### src/rtl/tx_uart.sv
// UART transmitter: start bit, LSB-first data, optional even parity, one stop bit.
// Define TX_PARITY_EN to include the even-parity bit (8E1); leave it undefined for 8N1.
module tx_uart #(
  parameter int INPUT_DATA_WIDTH = 8,
  parameter int CLKS_PER_BIT     = 16
) (
  input  logic                        clk,
  input  logic                        reset,
  input  logic [INPUT_DATA_WIDTH-1:0] tx_data,
  input  logic                        data_valid,
  output logic                        serial_out,
  output logic                        tx_busy,
  output logic                        tx_done
);

  localparam int CNT_W = $clog2(CLKS_PER_BIT);
  localparam int IDX_W = (INPUT_DATA_WIDTH > 1) ? $clog2(INPUT_DATA_WIDTH) : 1;
  localparam logic [CNT_W-1:0] CNT_LAST = CNT_W'(CLKS_PER_BIT - 1);
  localparam logic [IDX_W-1:0] IDX_LAST = IDX_W'(INPUT_DATA_WIDTH - 1);

`ifdef TX_PARITY_EN
  typedef enum logic [2:0] {IDLE, START, DATA, PARITY, STOP} state_t;
`else
  typedef enum logic [2:0] {IDLE, START, DATA, STOP} state_t;
`endif

  state_t                      state, state_next;
  logic [CNT_W-1:0]            baud_cnt, baud_cnt_next;
  logic [IDX_W-1:0]            bit_idx, bit_idx_next;
  logic [INPUT_DATA_WIDTH-1:0] shift_reg, shift_next, shift_rsh;
  logic                        serial_next, busy_next, done_next;
  logic                        bit_end;
`ifdef TX_PARITY_EN
  logic                        parity_bit, parity_next;
`endif

  assign bit_end   = (baud_cnt == CNT_LAST);
  assign shift_rsh = shift_reg >> 1;

  always_ff @(posedge clk or negedge reset) begin
    if (!reset) begin
      state      <= IDLE;
      baud_cnt   <= '0;
      bit_idx    <= '0;
      shift_reg  <= '0;
      serial_out <= 1'b1;
      tx_busy    <= 1'b0;
      tx_done    <= 1'b0;
`ifdef TX_PARITY_EN
      parity_bit <= 1'b0;
`endif
    end else begin
      state      <= state_next;
      baud_cnt   <= baud_cnt_next;
      bit_idx    <= bit_idx_next;
      shift_reg  <= shift_next;
      serial_out <= serial_next;
      tx_busy    <= busy_next;
      tx_done    <= done_next;
`ifdef TX_PARITY_EN
      parity_bit <= parity_next;
`endif
    end
  end

  // serial_next holds the line value for the state being entered, so the pin stays registered
  always_comb begin
    state_next    = state;
    baud_cnt_next = baud_cnt;
    bit_idx_next  = bit_idx;
    shift_next    = shift_reg;
    serial_next   = serial_out;
    busy_next     = tx_busy;
    done_next     = 1'b0;
`ifdef TX_PARITY_EN
    parity_next   = parity_bit;
`endif

    if (state != IDLE) begin
      baud_cnt_next = bit_end ? '0 : baud_cnt + 1'b1;
    end

    case (state)
      IDLE: begin
        serial_next   = 1'b1;
        busy_next     = 1'b0;
        baud_cnt_next = '0;
        bit_idx_next  = '0;
        if (data_valid) begin
          shift_next  = tx_data;
`ifdef TX_PARITY_EN
          parity_next = ^tx_data;
`endif
          serial_next = 1'b0;
          busy_next   = 1'b1;
          state_next  = START;
        end
      end
      START: begin
        if (bit_end) begin
          state_next   = DATA;
          bit_idx_next = '0;
          serial_next  = shift_reg[0];
        end
      end
      DATA: begin
        if (bit_end) begin
          if (bit_idx == IDX_LAST) begin
`ifdef TX_PARITY_EN
            state_next  = PARITY;
            serial_next = parity_bit;
`else
            state_next  = STOP;
            serial_next = 1'b1;
`endif
          end else begin
            bit_idx_next = bit_idx + 1'b1;
            shift_next   = shift_rsh;
            serial_next  = shift_rsh[0];
          end
        end
      end
`ifdef TX_PARITY_EN
      PARITY: begin
        if (bit_end) begin
          state_next  = STOP;
          serial_next = 1'b1;
        end
      end
`endif
      STOP: begin
        if (bit_end) begin
          state_next  = IDLE;
          serial_next = 1'b1;
          busy_next   = 1'b0;
          done_next   = 1'b1;
        end
      end
      default: begin
        state_next  = IDLE;
        serial_next = 1'b1;
        busy_next   = 1'b0;
      end
    endcase
  end

endmodule

### config.mk
export PLATFORM = sky130hd
export DESIGN_NAME = tx_uart
export DESIGN_NICKNAME = d
export VERILOG_FILES = /design/src/rtl/tx_uart.sv
export SDC_FILE = /design/constraint.sdc
export NUM_CORES = 1
export LEC_CHECK = 0
export ABC_AREA = 1
export BUFFER_PORTS_ARGS = -buffer_cell sky130_fd_sc_hd__buf_4
export CORE_MARGIN = 2
export CORE_UTILIZATION = 60
export CTS_BUF_LIST = sky130_fd_sc_hd__clkbuf_8 sky130_fd_sc_hd__clkbuf_16
export CTS_CLUSTER_DIAMETER = 120
export CTS_CLUSTER_SIZE = 12
export DETAILED_ROUTE_END_ITERATION = 8
export GPL_TIMING_DRIVEN = 0
export PLACE_DENSITY = 0.82
export SETUP_SLACK_MARGIN = 0.5
export SLEW_MARGIN = 0
export SYNTH_ARGS = -nofsm -noshare
export SYNTH_HDL_FRONTEND = slang
export SYNTH_SLANG_ARGS = --single-unit
### constraint.sdc
create_clock -name clk -period 3.9 [get_ports clk]
set_input_delay 0.78 -clock clk [delete_from_list [all_inputs] [get_ports clk]]
set_output_delay 0.78 -clock clk [all_outputs]
set_load 0.01 [all_outputs]
==> results.sh, run 1 <==
export IMPL_die_area_sq_mm=0.00224
export IMPL_register_area_sq_um=502
export IMPL_layout_drive_gt1_share_pct=18.4
export IMPL_h_tree_depth=1
export IMPL_grt_antenna_before_repair=0
export IMPL_clockBufferDepth=2
export IMPL_period_needed_ns=1.67
export IMPL_final_period_utilization_pct=42.8
export IMPL_yosys_warnings=0
export IMPL_max_freq_mhz=599
export IMPL_multi_input_area_sq_um=557
export IMPL_cts_sinks=20
export IMPL_die_x_um=47.3
export IMPL_vias=917
export IMPL_crit_arrival_ns=0.89
export IMPL_cp_slowest_cell="dfstp_2"
export IMPL_grt_max_degree=21
export IMPL_root_buffer="clkbuf_8"
export IMPL_seq_area_frac_synth_pct=44.6
export IMPL_totalNegativeSetupSlack_ns=0
export IMPL_end_kind="output port"
export IMPL_reg2reg_slack_ns=2.30
export IMPL_portBuffers=13
export IMPL_ant_nets=0
export IMPL_cts_setup_buffers=0
export IMPL_status="finished, final reports clean"
export IMPL_drc_errors=0
export IMPL_finalClockSkew_ns=0.00929
export IMPL_synth_avg_cell_area_sq_um=7.99
export IMPL_worstPathRequired_ns=3.12
export IMPL_tightest_slew_ns=0.286
export IMPL_gp_congestion=0.760
export IMPL_grt_pass1_vias=812
export IMPL_ir_drop_mv=0.459
export IMPL_rows=15
export IMPL_slowest_delay_ns=0.53
export IMPL_via_per_inst=5.01
export IMPL_largest_reg_flops=8
export IMPL_crit_family="flip-flops"
export IMPL_place_ws_ns=2.27
export IMPL_setup_viol=0
export IMPL_die_y_um=47.3
export IMPL_nFillCells=144
export IMPL_syn_area_sq_mm=0.00113
export IMPL_wl_per_cell_um=11.1
export IMPL_initial_core_util_pct=64.5
export IMPL_cts_resized=0
export IMPL_syn_nets=160
export IMPL_startpoint_type="flip-flop"
export IMPL_power_leakage_nw=0.738
export IMPL_drtIter0Drc=18
export IMPL_crit_chain="buf_4"
export IMPL_drv_cap=0
export IMPL_cts_made_buffers=3
export IMPL_io_pins=14
export IMPL_finalMaxSlewViolations=0
export IMPL_crit_type="reg -> out"
export IMPL_diodes=0
export IMPL_cts_tree="yes"
export IMPL_clkLatencyLatePin_ns=0.25
export IMPL_grt_overflow=0
export IMPL_rsz0062_at_grt="no"
export IMPL_timing_final_ws_setup_ns=2.23
export IMPL_finalHoldViolCount=0
export IMPL_dp_hpwl_um=1540
export IMPL_routed_wl_um=2030
export IMPL_worst_path_buf_inv=1
export IMPL_path_clk_slew_ns=0.07
export IMPL_core_area_sq_mm=0.00175
export IMPL_r2r_cells=9
export IMPL_syn_inst=141
export IMPL_fin_nets=178
export IMPL_areaGrowthSynthToFinish_pct=15.4
export IMPL_dr_pass1_iters=4
export IMPL_grt_first_pass_wirelength_um=3470
export IMPL_ys_ff_latch=20
export IMPL_holdCritPathClass="in -> async"
export IMPL_crit_fanout=2
export IMPL_synth_cell_types=20
export IMPL_powerDensity_mw_per_mm2=781
export IMPL_relSlewSlack_pct=80.7
export IMPL_holdBufCountCts=0
export IMPL_worst_path_stages=1
export IMPL_grt_total_usage_pct=22.7
cell usage after synthesis, drive strengths merged:
library cell | count | area (sq um)
buf | 2 | 16.3
nand2 | 69 | 289
dfstp | 1 | 26.3
nor2 | 4 | 31.3
nand3 | 11 | 60.1
or2 | 1 | 6.26
inv | 13 | 51.3
dfrtp | 19 | 475
ha | 8 | 100
nand4 | 2 | 12.5
a21oi | 3 | 15.0
nand3b | 1 | 7.51
o21ai | 7 | 35.0
layout by cell type, fill, tap and decap left out:
cell,n
nand2_4,3
nor2_8,1
clkbuf_8,3
nand4_1,2
ha_1,8
nor2_1,3
nand3b_1,1
nand3_2,1
nand2_2,3
buf_4,13
o21ai_0,3
o21ai_1,4
nand3_1,10
nand2_1,63
inv_1,13
buf_6,1
inv_4,1
dfrtp_1,19
dfstp_2,1
buf_2,1
a21oi_1,3
or2_2,1
worst paths after layout:
kind                            start          end
min in group clk           serial_out   serial_out
setup reg to reg             state[0]   serial_out
hold reg to reg            serial_out   serial_out
max in group asynchronous       reset   serial_out
hold / removal                  reset  baud_cnt[3]
setup / recovery           serial_out   serial_out
metal layers:
layer / vias to the layer above / track usage [%] / part of all wire [%]
li1: 475 / - / -
met1: 426 / 29.0 / 47
met2: 12 / 37.0 / 48
met3: 4 / 3.85 / 2.6
met4: 0 / 11.1 / 1.9
met5: - / 0 / 0
power breakdown:
part           leakage (nW)  internal, mW  total, mW  switching, mW
clock network        0.0269        0.0699      0.132         0.0620
logic                 0.455         0.193      0.530          0.337
registers             0.256         0.296      0.354         0.0581
logic make-up (layout without fill, tap and decap cells):
logic type	count (synthesis)	in the layout	synth area share, %
fa+ha+maj	8	8	8.89
compound gates	10	10	4.44
simple gates	88	88	36.1
buf+inv	15	32	6.00
flops	20	20	44.6
stage by stage:
step	hold slack [ns]	cell area, sq um	std cells	utilization [%]	power (mW)
3_5_place_dp	0.463	1250	179	71.9	0.887
6_report	0.388	1300	183	74.5	1.02
2_1_floorplan	0.430	1130	141	-	0.759
5_1_grt	0.404	1300	183	74.5	1.12
4_1_cts	0.395	1300	183	74.5	1.02
3_3_place_gp	0.452	1250	179	71.9	0.859
area by class of cell:
cell class / instances / share of cell area (%)
Buffer: 2 / 1.25
Multi-Input combinational cell: 106 / 42.8
Timing Repair Buffer: 13 / 7.51
Clock inverter: 1 / 0.289
Tap cell: 25 / 2.41
Clock buffer: 3 / 3.18
Inverter: 13 / 3.95
Sequential cell: 20 / 38.6
Note: power is estimated with default switching activity, not from simulation.
==> run 2: changes to the inputs <==
--- a/config.mk
+++ b/config.mk
@@ -8,13 +8,13 @@
 export ABC_AREA = 1
 export BUFFER_PORTS_ARGS = -buffer_cell sky130_fd_sc_hd__buf_4
 export CORE_MARGIN = 2
-export CORE_UTILIZATION = 60
+export CORE_UTILIZATION = 50
 export CTS_BUF_LIST = sky130_fd_sc_hd__clkbuf_8 sky130_fd_sc_hd__clkbuf_16
 export CTS_CLUSTER_DIAMETER = 120
 export CTS_CLUSTER_SIZE = 12
 export DETAILED_ROUTE_END_ITERATION = 8
 export GPL_TIMING_DRIVEN = 0
-export PLACE_DENSITY = 0.82
+export PLACE_DENSITY = 0.73
 export SETUP_SLACK_MARGIN = 0.5
 export SLEW_MARGIN = 0
 export SYNTH_ARGS = -nofsm -noshare
==> constraint.sdc (replaced) <==
create_clock -name clk -period 1.52 [get_ports clk]
set_input_delay 0.304 -clock clk [delete_from_list [all_inputs] [get_ports clk]]
set_output_delay 0.304 -clock clk [all_outputs]
set_load 0.01 [all_outputs]
==> run 2 against run 1 <==
Net effect:
- first-iteration DRC count is 5.6% higher
- clock power increased to 4.1 times the previous value
- highest routed layer unchanged
- sequential share of layout area decreased by 7.9 points
- clock skew is 0.0030 ns lower
- count of clock-buffer cells in the layout is the same
- register-to-register slack worse by 2.3 ns
- die area is 18% higher
- setup slack got worse by 2.2 ns
- sequential cell count unchanged
- critical path depth grew 8
==> results.sh, run 2 (synthesis results as in run 1) <==
export IMPL_crit_chain="inv_2 -> buf_12 -> ha_4 -> nand2_2 -> inv_2 -> nor2_8 -> nand2_4 -> nand2_1 -> nand2_1"
export IMPL_cts_tree="yes"
export IMPL_dr_pass1_iters=4
export IMPL_core_area_sq_mm=0.00217
export IMPL_vias=1119
export IMPL_reg2reg_slack_ns=0.04
export IMPL_portBuffers=13
export IMPL_path_clk_slew_ns=0.08
export IMPL_tightest_slew_ns=0.264
export IMPL_initial_core_util_pct=51.9
export IMPL_setup_viol=0
export IMPL_layout_drive_gt1_share_pct=43.1
export IMPL_multi_input_area_sq_um=684
export IMPL_crit_end="shift_reg[7]"
export IMPL_die_y_um=51.5
export IMPL_worst_path_buf_inv=3
export IMPL_h_tree_depth=1
export IMPL_totalNegativeSetupSlack_ns=0
export IMPL_period_needed_ns=1.48
export IMPL_register_area_sq_um=503
export IMPL_r2r_cells=9
export IMPL_clockBufferDepth=2
export IMPL_crit_family="simple AND/OR/NAND/NOR gates"
export IMPL_ant_nets=0
export IMPL_critPathLaunch="state[0]"
export IMPL_final_cell_mix="51 x nand2_1, 20 x buf_4, 18 x dfrtp_1"
export IMPL_die_area_sq_mm=0.00265
export IMPL_cp_slowest_cell="dfrtp_1"
export IMPL_total_power_mw=3.77
export IMPL_startpoint_type="flip-flop"
export IMPL_max_freq_mhz=676
export IMPL_placed_area_sq_mm=0.00127
export IMPL_status="finished, final reports clean"
export IMPL_hold_slack_ns=0.309
export IMPL_relSlewSlack_pct=82.4
export IMPL_holdCritPathClass="in -> reg"
export IMPL_drv_cap=0
export IMPL_finalClockSkew_ns=0.00633
export IMPL_crit_type="reg -> reg"
export IMPL_r2r_end="shift_reg[7]"
export IMPL_finalNonFillerCells=202
export IMPL_gp_congestion=0.719
export IMPL_cts_sinks=20
export IMPL_io_pins=14
export IMPL_rows=17
export IMPL_power_leakage_nw=0.847
export IMPL_r2r_start="state[0]"
export IMPL_nFillCells=153
export IMPL_ir_drop_mv=1.55
export IMPL_end_kind="flip-flop"
export IMPL_fin_nets=194
export IMPL_grt_first_pass_wirelength_um=4680
export IMPL_rsz0062_at_grt="yes"
export IMPL_wl_per_cell_um=15.1
export IMPL_diodes=0
export IMPL_grt_antenna_before_repair=0
export IMPL_largest_reg_flops=8
export IMPL_crit_arrival_ns=1.64
export IMPL_dp_hpwl_um=1610
export IMPL_slowest_delay_ns=0.39
export IMPL_die_x_um=51.5
export IMPL_mostFrequentLayoutCell="nand2_1"
export IMPL_crit_fanout=8
export IMPL_worstPathRequired_ns=1.68
export IMPL_grt_pass1_vias=1061
export IMPL_via_per_inst=5.54
export IMPL_powerDensity_mw_per_mm2=2300
export IMPL_placed_cells=182
export IMPL_final_cell_area_sq_mm=0.00164
export IMPL_grt_total_usage_pct=24.3
export IMPL_cts_made_buffers=3
export IMPL_routed_wl_um=3060
export IMPL_areaGrowthSynthToFinish_pct=45.4
export IMPL_drc_errors=0
export IMPL_worst_path_stages=9
export IMPL_grt_overflow=0
export IMPL_grt_max_degree=21
export IMPL_final_period_utilization_pct=97.3
export IMPL_clkLatencyLatePin_ns=0.27
export IMPL_finalHoldViolCount=0
export IMPL_finalMaxSlewViolations=0
export IMPL_root_buffer="clkbuf_8"
export IMPL_drtIter0Drc=19
-- run 2: final cells by class --
type,count,share of cell area [%]
multi-input combinational,106,41.8
clock buffer,3,2.52
clock inverter,1,1.83
timing repair buffer,29,16.0
tap,28,2.14
buffer,2,1.38
sequential,20,30.7
inverter,13,3.59
-- run 2: what timing repair did --
action                     4_1_cts  5_1_grt
hold buffers                     1        0
hold endpoints to repair        19        0
pin swaps                       14        9
gates resized for setup         31       17
setup endpoints to repair       21       21
setup buffers                   13        2
-- run 2: routing by layer --
| layer | share of wire, % | track usage, % | routed length, um | vias to the layer above |
|---|---|---|---|---|
| met3 | 5.1 | 4.09 | 156 | 17 |
| met1 | 37 | 27.7 | 1140 | 549 |
| met4 | 4.8 | 13.2 | 146 | 0 |
| met5 | 0 | 0 | 0 | - |
| li1 | - | - | - | 507 |
| met2 | 53 | 42.9 | 1620 | 46 |
-- run 2: through the flow --
stage	setup slack [ns]	util (%)
2_1_floorplan	0.168	-
3_3_place_gp	0.0352	58.4
3_5_place_dp	0.00341	58.4
4_1_cts	0.115	72.8
5_1_grt	0.000915	75.5
6_report	0.0403	75.5
-- run 2: worst min-delay path by stage --
stage / end / cells after the start / startpoint
after detailed placement: baud_cnt[2] / 1 / reset
after global placement: tx_done / 1 / reset
after global routing: tx_busy / 3 / data_valid
final: tx_busy / 3 / data_valid
after floorplan: baud_cnt[0] / 0 / reset
after CTS: tx_busy / 3 / data_valid
-- run 2: power breakdown --
part / switching [mW] / total (mW) / internal (mW) / leakage, nW
registers: 0.180 / 0.941 / 0.761 / 0.254
clock network: 0.193 / 0.545 / 0.352 / 0.0357
logic: 1.26 / 2.29 / 1.03 / 0.557
-- run 2: tightest hold or removal path: cells and delay by family --
kind	cells	cell delay, ns
AND/OR/NAND/NOR	1	0.05
AO/OA/AOI/OAI	1	0.06
buffers and inverters	1	0.12
